`config.mk`:
```
export PLATFORM = sky130hd
export DESIGN_NAME = alu_share_arbiter
export DESIGN_NICKNAME = d
export VERILOG_FILES = /design/src/rtl/alu_share_arbiter.sv
export SDC_FILE = /design/constraint.sdc
export NUM_CORES = 1
export LEC_CHECK = 0
export CORE_AREA = 3 3 94 163
export DETAILED_ROUTE_END_ITERATION = 10
export DIE_AREA = 0 0 97 166
export PLACE_DENSITY = 0.86
export SYNTH_ARGS = -nofsm -noshare
export SYNTH_HDL_FRONTEND = slang
export SYNTH_SLANG_ARGS = --single-unit
```
`constraint.sdc`:
```
create_clock -name clock -period 3.5 [get_ports clock]
set_clock_uncertainty 0.1 [all_clocks]
set_input_delay 0.7 -clock clock [delete_from_list [all_inputs] [get_ports clock]]
set_output_delay 0.7 -clock clock [all_outputs]
set_load 0.01 [all_outputs]
```
`src/rtl/alu_share_arbiter.sv`:
```
// alu_share_arbiter: shares one MIPSALU between two requesters.
// Round-robin grant, operands latched at accept, one EXEC cycle, registered
// result handed back to the winner over a valid/ready handshake.
// Optional build macro ALU_OPCHECK_EN: illegal opcodes are flagged on rsp_err
// and replaced by a harmless AND of zeros.
module alu_share_arbiter #(
    parameter int WIDTH = 32,
    parameter int CTL_W = 4
) (
    input  logic             clock,
    input  logic             reset,
    input  logic             req0_valid,
    output logic             req0_ready,
    input  logic [CTL_W-1:0] req0_ctl,
    input  logic [WIDTH-1:0] req0_a,
    input  logic [WIDTH-1:0] req0_b,
    input  logic             req1_valid,
    output logic             req1_ready,
    input  logic [CTL_W-1:0] req1_ctl,
    input  logic [WIDTH-1:0] req1_a,
    input  logic [WIDTH-1:0] req1_b,
    output logic             rsp0_valid,
    input  logic             rsp0_ready,
    output logic             rsp1_valid,
    input  logic             rsp1_ready,
    output logic [WIDTH-1:0] rsp_out,
    output logic             rsp_zero,
    output logic             rsp_err,
    output logic [CTL_W-1:0] alu_ctl,
    output logic [WIDTH-1:0] alu_a,
    output logic [WIDTH-1:0] alu_b,
    input  logic [WIDTH-1:0] alu_out,
    input  logic             alu_zero
);

    typedef enum logic [1:0] {
        IDLE = 2'd0,
        EXEC = 2'd1,
        RESP = 2'd2
    } state_t;

    state_t           r_state;
    state_t           w_next_state;
    logic             r_prio;
    logic             r_gnt;
    logic [CTL_W-1:0] r_ctl;
    logic [WIDTH-1:0] r_a;
    logic [WIDTH-1:0] r_b;
    logic [WIDTH-1:0] r_out;
    logic             r_zero;

    logic             w_gnt_any;
    logic             w_gnt_idx;
    logic             w_accept;
    logic             w_rsp_take;
    logic [CTL_W-1:0] w_sel_ctl;
    logic [WIDTH-1:0] w_sel_a;
    logic [WIDTH-1:0] w_sel_b;

`ifdef ALU_OPCHECK_EN
    logic             r_illegal;
    logic             r_err;
    logic             w_sel_legal;
`endif

    // The ALU is always driven straight from the latched operands.
    assign alu_ctl  = r_ctl;
    assign alu_a    = r_a;
    assign alu_b    = r_b;
    assign rsp_out  = r_out;
    assign rsp_zero = r_zero;

`ifdef ALU_OPCHECK_EN
    assign rsp_err = r_err;
`else
    assign rsp_err = 1'b0;
`endif

    // Round-robin grant: a lone requester always wins, a tie goes to prio.
    always_comb begin
        w_gnt_any = 1'b0;
        w_gnt_idx = 1'b0;
        if (req0_valid && req1_valid) begin
            w_gnt_any = 1'b1;
            w_gnt_idx = r_prio;
        end else if (req0_valid) begin
            w_gnt_any = 1'b1;
            w_gnt_idx = 1'b0;
        end else if (req1_valid) begin
            w_gnt_any = 1'b1;
            w_gnt_idx = 1'b1;
        end
    end

    // Mux the granted requester's operation towards the operand registers.
    always_comb begin
        w_sel_ctl = w_gnt_idx ? req1_ctl : req0_ctl;
        w_sel_a   = w_gnt_idx ? req1_a   : req0_a;
        w_sel_b   = w_gnt_idx ? req1_b   : req0_b;
    end

`ifdef ALU_OPCHECK_EN
    // Only the six MIPSALU opcodes are considered legal.
    always_comb begin
        w_sel_legal = (w_sel_ctl == CTL_W'(4'b0000)) ||
                      (w_sel_ctl == CTL_W'(4'b0001)) ||
                      (w_sel_ctl == CTL_W'(4'b0010)) ||
                      (w_sel_ctl == CTL_W'(4'b0110)) ||
                      (w_sel_ctl == CTL_W'(4'b0111)) ||
                      (w_sel_ctl == CTL_W'(4'b1100));
    end
`endif

    assign w_accept   = (r_state == IDLE) && w_gnt_any;
    assign w_rsp_take = r_gnt ? rsp1_ready : rsp0_ready;

    // State register for the IDLE -> EXEC -> RESP sequence.
    always_ff @(posedge clock or posedge reset) begin
        if (reset) begin
            r_state <= IDLE;
        end else begin
            r_state <= w_next_state;
        end
    end

    // Next-state and handshake outputs; ready only in IDLE, valid only in RESP.
    always_comb begin
        w_next_state = r_state;
        req0_ready   = 1'b0;
        req1_ready   = 1'b0;
        rsp0_valid   = 1'b0;
        rsp1_valid   = 1'b0;
        case (r_state)
            IDLE: begin
                req0_ready = w_gnt_any && !w_gnt_idx;
                req1_ready = w_gnt_any &&  w_gnt_idx;
                if (w_accept) begin
                    w_next_state = EXEC;
                end
            end
            EXEC: begin
                w_next_state = RESP;
            end
            RESP: begin
                rsp0_valid = !r_gnt;
                rsp1_valid =  r_gnt;
                if (w_rsp_take) begin
                    w_next_state = IDLE;
                end
            end
            default: begin
                w_next_state = IDLE;
            end
        endcase
    end

    // Operand latch at accept, result capture after EXEC, priority flip on completion.
    always_ff @(posedge clock or posedge reset) begin
        if (reset) begin
            r_prio    <= 1'b0;
            r_gnt     <= 1'b0;
            r_ctl     <= '0;
            r_a       <= '0;
            r_b       <= '0;
            r_out     <= '0;
            r_zero    <= 1'b0;
`ifdef ALU_OPCHECK_EN
            r_illegal <= 1'b0;
            r_err     <= 1'b0;
`endif
        end else begin
            if (w_accept) begin
                r_gnt <= w_gnt_idx;
`ifdef ALU_OPCHECK_EN
                if (w_sel_legal) begin
                    r_ctl     <= w_sel_ctl;
                    r_a       <= w_sel_a;
                    r_b       <= w_sel_b;
                    r_illegal <= 1'b0;
                end else begin
                    r_ctl     <= '0;
                    r_a       <= '0;
                    r_b       <= '0;
                    r_illegal <= 1'b1;
                end
`else
                r_ctl <= w_sel_ctl;
                r_a   <= w_sel_a;
                r_b   <= w_sel_b;
`endif
            end
            if (r_state == EXEC) begin
`ifdef ALU_OPCHECK_EN
                if (r_illegal) begin
                    r_out  <= '0;
                    r_zero <= 1'b1;
                    r_err  <= 1'b1;
                end else begin
                    r_out  <= alu_out;
                    r_zero <= alu_zero;
                    r_err  <= 1'b0;
                end
`else
                r_out  <= alu_out;
                r_zero <= alu_zero;
`endif
            end
            if ((r_state == RESP) && w_rsp_take) begin
                r_prio <= ~r_gnt;
`ifdef ALU_OPCHECK_EN
                r_err  <= 1'b0;
`endif
            end
        end
    end

endmodule
```
==> impl_results.md, run 1 <==
* Largest net degree at the start of global routing at ~110
* Worst setup EP type: output port
* Syn Std Cell Area at approximately 4900 um^2
* Layout fillers at 1205
* Antenna diodes at 0
* First-pass GRT wire length at between 20000 and 30000 um
* Minimum clock period after layout at a little under 3 ns
* Hold Fails Final Rpt at 0
* I/O Buffers at 279
* Die width at 97 um
* H-tree levels at 3
* Status: complete, no violations
* TritonRoute pass-1 iters at 4
* Final GP Congestion at around 0.84
* Min-delay src: rsp_zero
* Ys async rst share at 100%
* Crit path max fanout at 3
* Share of cells above drive strength 1 at between 10 and 15%
* DRT Wirelength at approximately 18000 um
* Area delta synth->final at 64.5%
* Final #Nets at between 900 and 1000
* Slew Viols, Final at 0
* I/O pin total at between 200 and 300
* DP HPWL at 12800 um
* Total chip power at 0.00662 W
* Cts hold-fix bufs at 0
* Setup CP Type: in -> out
* Vias per cell at 5.51
* CTS tree: yes
* Final period util at 84.0%
* Worst r2r dst: rsp_out[18]
* Post-CTS setup buffers at 0
* Clock Latency Late Sink at between 0.3 and 0.4 ns
* Relative slew slack at 46.4%
* Post-synth EDFFs at 0
* Mapped Nets at 668
* Tightest Pin Transition at between 0.8 and 0.9 ns
* F_max at roughly 340 MHz
* Placed cell count at between 900 and 1000
* Max cap viols at 0
* DRT iter0 DRCs at roughly 210
* Die H at around 170 um
* Final ANT Viol Nets at 0
* CP arrival at 2.14 ns
* Total grt overflow at 0
* Num CTS Buffers at 9
* Post-synthesis sequential area ratio at 53.4%
* Worst hold-check path type: reg -> reg
* Worst R2R Start: r_state[1]
* TNS Setup at 0 ns
* Clock Tree Root: clkbuf_16
* Prevailing post-synth register cell: dfrtp_1
* Critical path data required time at 2.70 ns
* Yosys reg bits at 105
* Syn avg cell area at 9.98 um^2
* Synth unique cells at 26
* Row count at 57
* Hold EP: rsp_zero
* GRT Total Usage at between 20% and 30%
* Core area at approximately 14000 um^2
* Post-DR wirelength/cell at 19.7 um
* Layout Cells excl Fill at slightly above 900
* Peak VDD IR at 0.467 mV
* Clk slew on worst S/H paths at approximately 0.070 ns
* RSZ-0062 raised after global routing: false
* Synthesis Warnings at 0
* Vias in the first global route at 5153
* Via count at 5071
* Final setup viols at 0
* Cts repair resizes at 0
* P_leak at 3.11 nW
* Cells after synthesis at roughly 490
* Cells on worst reg2reg path at 3
* CP Launch Type: input port
* Initial Util at 35.0%
* Reg2reg setup slack at 1.52 ns
* Max Root-Sink Buffers at 2
* Initial antenna violation count at 0
* Die ar. at between 15000 and 20000 um^2
* # DRC at 0
* Hold depth at 1
* CTS sink cnt at 105
* PD cells at 818 nW/um^2
-- report_power, final --
part | switching [W] | internal, W
clock network | 0.000508 | 0.000505
registers | 0.000354 | 0.00184
logic | 0.00158 | 0.00184
total | 0.00244 | 0.00418
-- worst max path at each step --
stage / start / endpoint / depth (start not counted)
6_report: req0_valid / req0_ready / 5
5_1_grt: req0_valid / req0_ready / 5
4_1_cts: req0_valid / req0_ready / 5
3_5_place_dp: req0_valid / req0_ready / 5
3_3_place_gp: req0_valid / req0_ready / 5
2_1_floorplan: req0_valid / req1_ready / 5
-- routing by layer --
metal	wire (um)	share of wire [%]	GRT usage, %	up-vias
met5	0	0	0	-
met4	782	4.3	10.0	0
met3	1080	6.0	4.29	48
met2	9630	53	38.6	234
met1	6660	37	26.0	2480
li1	-	-	-	2309
-- cells in the final DEF, fill, tap and decap left out, drive strengths merged --
cell type / count
conb: 1
clkinv: 3
a21oi: 70
nand3: 68
and2b: 1
inv: 7
buf: 13
dfrtp: 105
nand2: 2
nand2b: 3
clkinvlp: 2
o21ai: 71
clkbuf: 9
and3: 1
mux2: 33
a31oi: 69
or2: 2
nor2: 4
clkdlybuf4s50: 278
o2bb2ai: 1
-- flip-flops by register name (all words and copies together) (netlist names) --
| signal | cells |
|---|---|
| r_prio | 1 |
| rsp_out | 32 |
| alu_a | 32 |
| r_gnt | 1 |
| alu_ctl | 4 |
| rsp_zero | 1 |
| alu_b | 32 |
| r_state | 2 |
-- metrics by stage --
stage	utilization (%)	instance area (um^2)	hold WS [ns]	setup WS (ns)
after floorplan	-	4920	0.400	1.26
after global placement	55.5	7800	0.385	0.619
after detailed placement	55.5	7800	0.393	0.564
after CTS	57.6	8100	0.412	0.563
after global routing	57.6	8100	0.424	0.492
final	57.6	8100	0.409	0.562
-- area by class of cell --
cell class | count | area, um^2 | area share [%]
inverter | 5 | 22.5 | 0.278
timing repair buffer | 291 | 2920 | 36.0
tap | 177 | 221 | 2.74
clock inverter | 7 | 72.6 | 0.896
multi-input combinational | 326 | 2010 | 24.8
clock buffer | 9 | 225 | 2.78
sequential | 105 | 2630 | 32.5
-- cell usage after synthesis (5+ instances only) --
library cell,count,area share [%]
a31oi_1,59,7.5
o21ai_0,70,7.1
a21oi_1,70,7.1
buf_2,13,1.3
clkbuf_1,37,2.8
a31oi_2,10,2.5
dfrtp_1,105,53
mux2_2,33,7.6
nand3_1,68,6.9
buf_6,5,1.1
-- cells by family (layout without fill, tap and decap cells) --
logic type / after synthesis / count (layout) / share of synthesized area [%]
AO/OA/AOI/OAI: 211 / 211 / 24.6
flip-flops: 105 / 105 / 53.4
AND/OR/NAND/NOR: 81 / 81 / 8.49
buffers and inverters: 62 / 312 / 5.92
multiplexers: 33 / 33 / 7.55
other: 1 / 1 / 0.0762
-- critical path: stages --
cell and delay, ns:
clkdlybuf4s50_1 0.51, or2_2 0.16, nand2_4 0.06, a21oi_1 0.14, clkdlybuf4s50_1 0.55
Power figures use the tool's default switching activity.
==> inputs of run 2 (changes only) <==
--- a/config.mk
+++ b/config.mk
@@ -8,7 +8,7 @@
 export CORE_AREA = 3 3 94 163
 export DETAILED_ROUTE_END_ITERATION = 10
 export DIE_AREA = 0 0 97 166
-export PLACE_DENSITY = 0.86
+export PLACE_DENSITY = 0.83
 export SYNTH_ARGS = -nofsm -noshare
 export SYNTH_HDL_FRONTEND = slang
 export SYNTH_SLANG_ARGS = --single-unit
==> constraint.sdc (replaced) <==
create_clock -name clock -period 2.8 [get_ports clock]
set_clock_uncertainty 0.1 [all_clocks]
set_input_delay 0.56 -clock clock [delete_from_list [all_inputs] [get_ports clock]]
set_output_delay 0.56 -clock clock [all_outputs]
set_load 0.01 [all_outputs]
==> run 2 against run 1 <==
Net effect: flip-flop and latch count stayed put; routed wire length is 2.5% lower; via count is 0.69% lower; critical path depth stayed put; utilization hardly changed; critical path type unchanged; non-clock buffer count is 2 lower; worst setup slack worse by 0.38 ns; sequential share of layout area hardly changed; clock-buffer cell count stayed put.
==> impl_results.md, run 2 (synthesis gave the netlist of run 1 again) <==
* Layout fillers at 1241
* Share of cells above drive strength 1 at 10.7%
* Worst path slowest cell: clkdlybuf4s50_1
* Crit path cell chain: clkdlybuf4s50_1, or2_2, nand2_4, a21oi_1, clkdlybuf4s50_1
* Post-DR wirelength/cell at 19.3 um
* Minimum clock period after layout at roughly 2.6 ns
* Clock Latency Late Sink at around 0.34 ns
* CTS tree: yes
* Critical path data required time at 2.14 ns
* I/O Buffers at between 200 and 300
* P_leak at 3.11 nW
* Vias in the first global route at 5134
* GRT Total Usage at approximately 22%
* Final setup viols at 0
* DRT iter0 DRCs at 200
* Worst R2R Start: r_state[1]
* TritonRoute pass-1 iters at 7
* Cts hold-fix bufs at 0
* Status: complete, no violations
* CP arrival at 1.96 ns
* # DRC at 0
* Initial antenna violation count at 1
* Crit path max fanout at 3
* CP Launch Type: input port
* Tightest Pin Transition at 0.781 ns
* Peak VDD IR at 0.543 mV
* PD cells at 1020 nW/um^2
* CTS sink cnt at 105
* Clk slew on worst S/H paths at about 0.080 ns
* Worst setup EP type: output port
* Most common cell after layout, fill and taps aside: clkdlybuf4s50_1
* TNS Setup at 0 ns
* Final GP Congestion at 0.831
* H-tree levels at 3
* Relative slew slack at roughly 48%
* F_max at between 300 and 400 MHz
* RSZ-0062 raised after global routing: false
* DRT Wirelength at ~18000 um
* Min-delay src: rsp_out[13]
* I/O pin total at roughly 280
* First-pass GRT wire length at 27900 um
* Vias per cell at about 5.5
* Most frequent cells in the layout: clkdlybuf4s50_1 (278), dfrtp_1 (105), a21oi_1 (70), o21ai_0 (70), nand3_1 (68)
* Core area at 14000 um^2
* Die width at 97 um
* CP most frequent cell: clkdlybuf4s50_1
* Cts repair resizes at 0
* Family with the most delay on the worst path: buffers and inverters
* Hold Slack at roughly 0.41 ns
* Hold Fails Final Rpt at 0
* Num CTS Buffers at 9
* Die ar. at 16100 um^2
* Row count at 57
* Via count at 5036
* Crit path buf inv count at 2
* CP startpoint: req0_valid
* Total grt overflow at 0
* Max Root-Sink Buffers at 2
* DP HPWL at 12300 um
* Final period util at 93.5%
* Worst hold-check path type: reg -> reg
* Final ANT Viol Nets at 0
* Clock Tree Root: clkbuf_16
* Antenna diodes at 0
* Initial Util at between 30% and 40%
* CP peak stage delay at roughly 0.48 ns
* Final #Nets at 911
* Die H at about 170 um
* Post-CTS setup buffers at 0
* Max cap viols at 0
* Setup CP Type: in -> out
* Largest net degree at the start of global routing at 106
* Area delta synth->final at 64.4%
* Slew Viols, Final at 0
-- run 2: changes by cell type in the layout (fill, tap and decap cells not counted) --
cell	change
clkinv_8	-1
buf_4	-3
buf_12	+1
clkinvlp_4	-1
inv_8	+1
clkinv_4	+1
-- run 2: final timing paths --
path	end	slack [ns]	cells past startpoint
setup / recovery	req0_ready	0.18	5
hold / removal	rsp_out[13]	0.41	1
setup reg to reg	rsp_out[22]	0.94	3
hold reg to reg	rsp_out[13]	0.41	1
max in group asynchronous	alu_a[19]	1.48	3
min in group asynchronous	rsp_out[16]	0.58	3
-- run 2: report_power, final --
group | internal (W) | switching, W | total, W | leakage (nW)
combinational | 0.00230 | 0.00195 | 0.00424 | 1.77
sequential | 0.00230 | 0.000417 | 0.00271 | 1.19
clock | 0.000632 | 0.000637 | 0.00127 | 0.146
total | 0.00522 | 0.00300 | 0.00823 | 3.11
-- run 2: final cells by class --
class                      count  area (um^2)  area share, %
timing repair buffer         289         2910           36.0
sequential                   105         2630           32.5
tap                          177          221           2.74
clock buffer                   9          225           2.78
inverter                       5         22.5          0.278
multi-input combinational    326         2010           24.9
clock inverter                 7         68.8          0.851
-- run 2: worst reg2reg max path, delay by kind of cell, from the launching register on --
kind	cells	cell delay, ns
multiplexers	1	0.36
flip-flops	1	0.46
buffers and inverters	1	0.26
AND/OR/NAND/NOR	1	0.56
-- run 2: metrics by stage --
| step | utilization (%) | std cells | instance area [um^2] | setup slack [ns] | power [W] |
|---|---|---|---|---|---|
| CTS | 57.6 | 918 | 8090 | 0.182 | 0.00831 |
| floorplan | - | 493 | 4920 | 0.836 | 0.00473 |
| detailed placement | 55.5 | 902 | 7790 | 0.188 | 0.00702 |
| finish | 57.6 | 918 | 8090 | 0.181 | 0.00823 |
| global placement | 55.5 | 902 | 7790 | 0.205 | 0.00691 |
| global route | 57.6 | 918 | 8090 | 0.0772 | 0.00873 |
-- run 2: routing by layer --
metal	routed length (um)	GRT usage [%]	share of wire, %	vias to the layer above
met1	6420	24.4	36	2452
met3	1030	3.99	5.8	45
met5	13	0	0.073	-
met4	674	9.17	3.8	2
li1	-	-	-	2307
met2	9560	39.0	54	230
==> inputs of run 3 (changes only) <==
--- a/config.mk
+++ b/config.mk
@@ -5,6 +5,7 @@
 export SDC_FILE = /design/constraint.sdc
 export NUM_CORES = 1
 export LEC_CHECK = 0
+export CAP_MARGIN = 0
 export CORE_AREA = 3 3 94 163
 export DETAILED_ROUTE_END_ITERATION = 10
 export DIE_AREA = 0 0 97 166
==> results of run 3 <==
Final layout, timing and power as in run 2 (identical DEF).
